--- config.mk ---
export PLATFORM = sky130hd
export DESIGN_NAME = sap_control_seq
export DESIGN_NICKNAME = d
export VERILOG_FILES = /design/src/rtl/sap_ctrl_pkg.sv /design/src/rtl/sap_tstate_ring.sv /design/src/rtl/sap_control_seq.sv
export SDC_FILE = /design/constraint.sdc
export NUM_CORES = 1
export LEC_CHECK = 0
export CORE_MARGIN = 3
export CORE_UTILIZATION = 36
export DETAILED_ROUTE_END_ITERATION = 8
export HOLD_SLACK_MARGIN = 0.15
export MAX_ROUTING_LAYER = met4
export PLACE_DENSITY_LB_ADDON = 0.08
export SLEW_MARGIN = 30
export SYNTH_ARGS = -nofsm -noshare
export SYNTH_HDL_FRONTEND = slang
export SYNTH_SLANG_ARGS = --single-unit
--- constraint.sdc ---
create_clock -name clk -period 1.9 [get_ports clk]
set_input_delay 0.19 -clock clk [delete_from_list [all_inputs] [get_ports clk]]
set_output_delay 0.19 -clock clk [all_outputs]
set_load 0.05 [all_outputs]
--- src/rtl/sap_ctrl_pkg.sv ---
// Shared SAP control definitions: ctrl bit map, opcodes, T-states,
// fixed control words and the opcode/T-state decode ROM.
package sap_ctrl_pkg;

  localparam int OPCODE_W = 4;
  localparam int T_W      = 3;
  localparam int CTRL_W   = 16;

  localparam int CB_PC_OUT   = 0;
  localparam int CB_PC_INC   = 1;
  localparam int CB_PC_LOAD  = 2;
  localparam int CB_MAR_WR   = 3;
  localparam int CB_RAM_OUT  = 4;
  localparam int CB_RAM_WR   = 5;
  localparam int CB_IR_WR    = 6;
  localparam int CB_IR_OUT   = 7;
  localparam int CB_A_WR     = 8;
  localparam int CB_A_OUT    = 9;
  localparam int CB_B_WR     = 10;
  localparam int CB_ALU_OUT  = 11;
  localparam int CB_ALU_SUB  = 12;
  localparam int CB_FLAGS_WR = 13;
  localparam int CB_OUT_WR   = 14;
  localparam int CB_RSVD     = 15;

  typedef logic [CTRL_W-1:0] ctrl_t;

  localparam ctrl_t M_PC_OUT   = ctrl_t'(1) << CB_PC_OUT;
  localparam ctrl_t M_PC_INC   = ctrl_t'(1) << CB_PC_INC;
  localparam ctrl_t M_PC_LOAD  = ctrl_t'(1) << CB_PC_LOAD;
  localparam ctrl_t M_MAR_WR   = ctrl_t'(1) << CB_MAR_WR;
  localparam ctrl_t M_RAM_OUT  = ctrl_t'(1) << CB_RAM_OUT;
  localparam ctrl_t M_RAM_WR   = ctrl_t'(1) << CB_RAM_WR;
  localparam ctrl_t M_IR_WR    = ctrl_t'(1) << CB_IR_WR;
  localparam ctrl_t M_IR_OUT   = ctrl_t'(1) << CB_IR_OUT;
  localparam ctrl_t M_A_WR     = ctrl_t'(1) << CB_A_WR;
  localparam ctrl_t M_A_OUT    = ctrl_t'(1) << CB_A_OUT;
  localparam ctrl_t M_B_WR     = ctrl_t'(1) << CB_B_WR;
  localparam ctrl_t M_ALU_OUT  = ctrl_t'(1) << CB_ALU_OUT;
  localparam ctrl_t M_ALU_SUB  = ctrl_t'(1) << CB_ALU_SUB;
  localparam ctrl_t M_FLAGS_WR = ctrl_t'(1) << CB_FLAGS_WR;
  localparam ctrl_t M_OUT_WR   = ctrl_t'(1) << CB_OUT_WR;

  // Bits that drive the shared bus
  localparam ctrl_t M_BUS =
    M_PC_OUT | M_RAM_OUT | M_IR_OUT | M_A_OUT | M_ALU_OUT;

  // Register load strobes, gated off while waiting for a step
  localparam ctrl_t M_WRITES =
    M_PC_INC | M_PC_LOAD | M_MAR_WR | M_RAM_WR | M_IR_WR |
    M_A_WR | M_B_WR | M_FLAGS_WR | M_OUT_WR;

  typedef enum logic [OPCODE_W-1:0] {
    OP_LDA = 4'h0,
    OP_ADD = 4'h1,
    OP_SUB = 4'h2,
    OP_STA = 4'h3,
    OP_LDI = 4'h4,
    OP_JMP = 4'h5,
    OP_JZ  = 4'h6,
    OP_JC  = 4'h7,
    OP_OUT = 4'hE,
    OP_HLT = 4'hF
  } op_e;

  typedef logic [T_W-1:0] tstate_t;

  localparam tstate_t T0 = 3'd0;
  localparam tstate_t T1 = 3'd1;
  localparam tstate_t T2 = 3'd2;
  localparam tstate_t T3 = 3'd3;
  localparam tstate_t T4 = 3'd4;
  localparam tstate_t T5 = 3'd5;

  localparam ctrl_t CW_FETCH0 = M_PC_OUT | M_MAR_WR;
  localparam ctrl_t CW_FETCH1 = M_RAM_OUT | M_IR_WR | M_PC_INC;
  localparam ctrl_t CW_IR_MAR = M_IR_OUT | M_MAR_WR;
  localparam ctrl_t CW_RAM_A  = M_RAM_OUT | M_A_WR;
  localparam ctrl_t CW_RAM_B  = M_RAM_OUT | M_B_WR;
  localparam ctrl_t CW_A_RAM  = M_A_OUT | M_RAM_WR;
  localparam ctrl_t CW_IR_A   = M_IR_OUT | M_A_WR;
  localparam ctrl_t CW_JUMP   = M_IR_OUT | M_PC_LOAD;
  localparam ctrl_t CW_A_OUTR = M_A_OUT | M_OUT_WR;
  localparam ctrl_t CW_ALU_A  = M_ALU_OUT | M_A_WR | M_FLAGS_WR;

  typedef struct packed {
    ctrl_t cw;
    logic  last;
  } dec_t;

  // last marks the final T-state of the instruction
  function automatic dec_t sap_decode(
    input tstate_t              t,
    input logic [OPCODE_W-1:0]  op,
    input logic                 z,
    input logic                 c
  );
    dec_t d;
    d.cw   = '0;
    d.last = 1'b0;
    case (t)
      T0: d.cw = CW_FETCH0;
      T1: d.cw = CW_FETCH1;
      T2: begin
        d.last = 1'b1;
        case (op)
          OP_LDA, OP_ADD,
          OP_SUB, OP_STA: begin
            d.cw   = CW_IR_MAR;
            d.last = 1'b0;
          end
          OP_LDI: d.cw = CW_IR_A;
          OP_JMP: d.cw = CW_JUMP;
          OP_JZ:  d.cw = z ? CW_JUMP : '0;
          OP_JC:  d.cw = c ? CW_JUMP : '0;
          OP_OUT: d.cw = CW_A_OUTR;
          default: d.cw = '0;
        endcase
      end
      T3: begin
        d.last = 1'b1;
        case (op)
          OP_LDA: d.cw = CW_RAM_A;
          OP_ADD, OP_SUB: begin
            d.cw   = CW_RAM_B;
            d.last = 1'b0;
          end
          OP_STA: d.cw = CW_A_RAM;
          default: d.cw = '0;
        endcase
      end
      T4: begin
        d.last = 1'b1;
        case (op)
          OP_ADD: d.cw = CW_ALU_A;
          OP_SUB: d.cw = CW_ALU_A | M_ALU_SUB;
          default: d.cw = '0;
        endcase
      end
      // Unreachable states fall back to fetch
      default: d.last = 1'b1;
    endcase
    return d;
  endfunction

endpackage

--- src/rtl/sap_tstate_ring.sv ---
// T-state counter: advances on adv_en, reloads T0 after the last state
// of an instruction, held at T0 while frozen. Ports: clk, rst, adv_en, last, freeze, t_o.
module sap_tstate_ring
  import sap_ctrl_pkg::*;
(
  input  logic    clk,
  input  logic    rst,
  input  logic    adv_en,
  input  logic    last,
  input  logic    freeze,
  output tstate_t t_o
);

  tstate_t t_q;
  tstate_t t_d;

  always_comb begin
    t_d = t_q;
    if (freeze) begin
      t_d = T0;
    end else if (adv_en) begin
      t_d = last ? T0 : t_q + 3'd1;
    end
  end

  always_ff @(posedge clk) begin
    if (rst) begin
      t_q <= T0;
    end else begin
      t_q <= t_d;
    end
  end

  assign t_o = t_q;

endmodule

--- src/rtl/sap_control_seq.sv ---
// SAP microsequencer: steps T-states and decodes IR opcode into ctrl.
// Ports: clk, rst, ir_opcode, zero_flag, carry_flag, [step], ctrl, t_state, halted.
// Macro SINGLE_STEP_EN adds the step port and step-gated advance.
module sap_control_seq
  import sap_ctrl_pkg::*;
(
  input  logic                clk,
  input  logic                rst,
  input  logic [OPCODE_W-1:0] ir_opcode,
  input  logic                zero_flag,
  input  logic                carry_flag,
`ifdef SINGLE_STEP_EN
  input  logic                step,
`endif
  output logic [CTRL_W-1:0]   ctrl,
  output logic [T_W-1:0]      t_state,
  output logic                halted
);

  tstate_t t_q;
  logic    halted_q;
  logic    halted_d;
  logic    adv;
  dec_t    dec;

`ifdef SINGLE_STEP_EN
  assign adv = step;
`else
  assign adv = 1'b1;
`endif

  sap_tstate_ring u_ring (
    .clk    (clk),
    .rst    (rst),
    .adv_en (adv),
    .last   (dec.last),
    .freeze (halted_q),
    .t_o    (t_q)
  );

  always_comb begin
    dec = sap_decode(t_q, ir_opcode,
                     zero_flag, carry_flag);
  end

  // Halt latches at the end of HLT T2; only rst clears it
  always_comb begin
    halted_d = halted_q;
    if (adv && t_q == T2 &&
        ir_opcode == OP_HLT) begin
      halted_d = 1'b1;
    end
  end

  always_ff @(posedge clk) begin
    if (rst) begin
      halted_q <= 1'b0;
    end else begin
      halted_q <= halted_d;
    end
  end

  // Bus drivers stay up while waiting; loads wait for the step
  always_comb begin
    ctrl = dec.cw;
    if (!adv) begin
      ctrl = dec.cw & ~M_WRITES;
    end
    if (rst || halted_q) begin
      ctrl = '0;
    end
  end

  assign t_state = t_q;
  assign halted  = halted_q;

endmodule

==> results of run 1 <==
## kinds of logic after synthesis
| logic type | share of synthesized area |
|---|---|
| xor+xnor | 0.0179 |
| compound gates | 0.133 |
| flops | 0.164 |
| buf+inv | 0.107 |
| other cells | 0.00767 |
| mux | 0.0511 |
| fa+ha+maj | 0.128 |
| simple gates | 0.391 |
## repair_timing
| item | CTS |
|---|---|
| resized for setup | 0 |
| endpoints found under the setup margin | 7 |
| buffers inserted | 1 |
| pin swaps | 0 |
| endpoints found under the hold margin | 0 |
## cells in the mapped netlist
cell type  n  area share
xor2_1     1       0.018
and2b_1    1       0.015
ha_1       5        0.13
nand2b_1   1       0.013
nor4_1     2       0.026
nand4_1    2       0.026
inv_1      5       0.038
dfxtp_1    4        0.16
nand2_1    2       0.015
buf_6      1       0.023
o211ai_1   1       0.015
a21boi_0   1       0.015
buf_4      3       0.046
nor3_1     6       0.061
and2_1     2       0.026
mux2_4     1       0.031
o21ba_2    1       0.020
nor3b_2    1       0.026
and3b_2    1       0.020
nor2b_1    1       0.013
or3b_4     1       0.023
nand4b_1   1       0.018
and4_1     1       0.018
or4_1      1       0.015
a32oi_1    1       0.018
a21oi_1    3       0.031
mux2i_1    1       0.020
o21ai_0    2       0.020
nor3b_1    2       0.031
a31oi_1    1       0.013
conb_1     1      0.0077
nor2_1     6       0.046
## stage by stage
step / hold slack [ps] / utilization / cell area, µm² / instances / setup WS [ps]
after floorplan: 369 / - / 636 / 63 / -241
after global placement: 492 / 0.914 / 1080 / 110 / 46.1
after detailed placement: 508 / 0.914 / 1080 / 110 / -19.6
after CTS: 505 / 0.939 / 1110 / 114 / -275
==> flow_summary.json, run 1 <==
{
  "grt_worst_setup_endpoint": "ctrl[9]",
  "cts_root_buf": "clkbuf_4",
  "ys.warnings.count": 0,
  "syn_inst": 63,
  "die_y_um": 42.9,
  "cts_max_path_buffers": 2,
  "holdBufCountCts": 0,
  "error": "[ERROR DPL-0038] Utilization greater than 100%, impossible to legalize",
  "routabilityCongestion": 0.809,
  "dp_hpwl_um": 1670,
  "ys_types": 32,
  "run_status": "aborted with a tool error",
  "cts_sinks": 4,
  "syn_avg_cell_area_um2": 7.77,
  "ios": 28,
  "start_util": 0.412,
  "syn_area_um2": 489,
  "ys_seq_elements": 4,
  "htree_levels": 1,
  "portBuffers": 26,
  "rows": 12,
  "synth_seq_area_share": 0.164,
  "syn_nets": 76,
  "die_w_um": 42.9,
  "grt_max_degree": 8,
  "flow.stopped_at": "global routing",
  "worstEpCategory": "top-level output",
  "cts_made_buffers": 3
}
==> run 2: changes to the inputs <==
CORE_AREA = 3 3 64 66   (was unset)
CORE_MARGIN = unset   (was 3)
CORE_UTILIZATION = unset   (was 36)
DIE_AREA = 0 0 67 69   (was unset)
HOLD_SLACK_MARGIN = unset   (was 0.15)
MAX_ROUTING_LAYER = unset   (was met4)
PLACE_DENSITY_LB_ADDON = 0.15   (was 0.08)
==> run 2 against run 1 <==
Against the previous run:
- the flow now finishes, with violations (setup timing)
- synthesized cell count unchanged
- synthesized area stayed put
==> flow_summary.json, run 2 <==
{
  "skew_ps": 4.57,
  "power.total_mw": 1.31,
  "final_cell_mix": "buf_4, buf_12, clkdlybuf4s50_1, nor3_1, ha_4",
  "worst_ep_required_time_ps": 1710,
  "clock_latency_ps": 210,
  "power_density_mw_per_mm2": 1060,
  "cts_sinks": 4,
  "switchingPower_mw": 0.605,
  "dp_hpwl_um": 1480,
  "ys_types": 32,
  "ys_seq_elements": 4,
  "vias": 595,
  "synth_seq_area_share": 0.164,
  "worst-setup-path-type": "flop to output pin",
  "nNetsFinal": 120,
  "finalMaxSlewViolations": 0,
  "grt_usage": 0.0739,
  "p_sw_frac": 0.463,
  "syn_area_um2": 489,
  "portBuffers": 26,
  "syn2layout_area_growth_pct": 152,
  "max-cap-violations": 0,
  "p_leak_nw": 0.466,
  "cts_max_path_buffers": 2,
  "netlist.area_leader.share": 0.164,
  "p_int_mw": 0.703,
  "min_period_ps": 2070,
  "ys.flop_type": "dfxtp_1",
  "worst_pin_slew_ps": 496,
  "r2r-start": "u_ring.t_o[0]",
  "synth_common_cells": "nor2_1, nor3_1, ha_1, inv_1, dfxtp_1",
  "n_antenna_cell": 0,
  "p_comb_frac": 0.726,
  "htree_levels": 1,
  "rsz0062_at_grt": "true",
  "die_y_um": 69,
  "gr-total-overflow": 0,
  "hold_violations": 0,
  "violations": "setup timing",
  "drtIter0Drc": 13,
  "cts_made_buffers": 3,
  "grt_pass1_vias": 607,
  "crit_path_max_fanout": 4,
  "routabilityCongestion": 0.719,
  "fin_ws_ps": -169,
  "grt_max_degree": 8,
  "power_frac_seq": 0.134,
  "relSlewSlack": 0.666,
  "dp_slack_ps": 34.1,
  "ios": 28,
  "core_mm2": 0.00363,
  "drtPass1Iterations": 3,
  "run_status": "finished with violations",
  "drc": 0,
  "final_area_mm2": 0.00123,
  "peakVddDrop_v": 0.000696,
  "synth_edf_count": 0,
  "grt_first_pass_wirelength_um": 2760,
  "cts_root_buf": "clkbuf_8",
  "ys.warnings.count": 0,
  "largest_reg_flops": 3,
  "syn_avg_cell_area_um2": 7.77,
  "placed_area_mm2": 0.00117,
  "async_flop_share": 0,
  "layout_commonest_cell": "buf_4",
  "start_util": 0.135,
  "power_frac_clock": 0.141,
  "worstHoldPathType": "flop to flop",
  "fmax_mhz": 483,
  "ys_top_cells_by_area": "dfxtp_1, ha_1, nor3_1",
  "holdBufCountCts": 0,
  "via_per_inst": 3.86,
  "post-route-period-util": 1.09,
  "wirelength_um": 1660,
  "hp-start": "u_ring.t_o[0]",
  "die_area_mm2": 0.00462,
  "cp-start-kind": "flop",
  "arrival_ps": 1880,
  "routedWlPerCell_um": 10.8,
  "path_clk_slew_ps": 30,
  "cts_tree": "done",
  "postRouteAntennaNets": 0,
  "die_w_um": 67,
  "syn_nets": 76,
  "finalSetupViolations": 7,
  "syn_inst": 63,
  "worstSetupStartpoint": "u_ring.t_o[0]",
  "rows": 22,
  "grt_antenna_before_repair": 0,
  "critPathCaptureType": "output pin",
  "synth_largest_area_cell": "dfxtp_1",
  "drive_above_1_share": 0.547
}
run 2: cell counts after synthesis:
Identical to the previous run, type by type.
run 2: path summary, 6_finish.rpt:
path,cells after the start,end,slack (ps)
setup / recovery,6,ctrl[9],-170
setup reg to reg,5,u_ring.t_o[1],480
hold reg to reg,2,u_ring.t_o[0],590
hold / removal,2,u_ring.t_o[0],590
run 2: critical path, cell delays in order, from the launching register on:
cell	delay, ps
dfxtp_4	390
ha_4	150
ha_4	120
or3b_4	370
mux2_4	280
nor3b_4	200
buf_12	160
run 2: per-layer routing:
metal,vias to the layer above,track usage,routed length (µm)
li1,312,-,-
met1,267,0.0904,688
met5,-,0,0
met2,16,0.132,873
met4,0,0.0135,0
met3,0,0.0130,94
run 2: layout make-up:
type                            count  area (µm²)
Fill cell                         400        2400
Tap cell                           48        60.1
Clock buffer                        4        45.0
Sequential cell                     4        88.8
Multi-Input combinational cell     50         485
Inverter                            5        23.8
Timing Repair Buffer               43         529
run 2: power groups by stage:
stage	sequential, mW	combinational [mW]	clock (mW)
3_3_place_gp	0.179	0.944	0
6_report	0.175	0.950	0.184
2_1_floorplan	0.264	0.462	0
3_5_place_dp	0.180	0.940	0
5_1_grt	0.182	1.02	0.202
4_1_cts	0.176	0.958	0.191
run 2: cell families (layout without fill, tap and decap cells):
group | after synthesis | count (layout) | synth area share
flops | 4 | 4 | 0.164
other cells | 1 | 1 | 0.00767
xor+xnor | 1 | 1 | 0.0179
compound gates | 10 | 10 | 0.133
buf+inv | 9 | 52 | 0.107
simple gates | 31 | 31 | 0.391
mux | 2 | 2 | 0.0511
fa+ha+maj | 5 | 5 | 0.128
run 2: timing repair:
action                     CTS  global route
setup endpoints to repair    7             8
setup buffers                1             1
pin swaps                    0             1
gates resized for setup      0             1
run 2: through the flow:
stage           util  std cells  setup TNS (ps)  hold slack, ps
6_report       0.339        154           -1030             588
5_1_grt        0.339        154           -1520             621
4_1_cts        0.336        153           -1150             592
3_5_place_dp   0.322        148               0             505
3_3_place_gp   0.322        148               0             498
2_1_floorplan      -         63            -988             369
(Power assumes the default switching activity.)
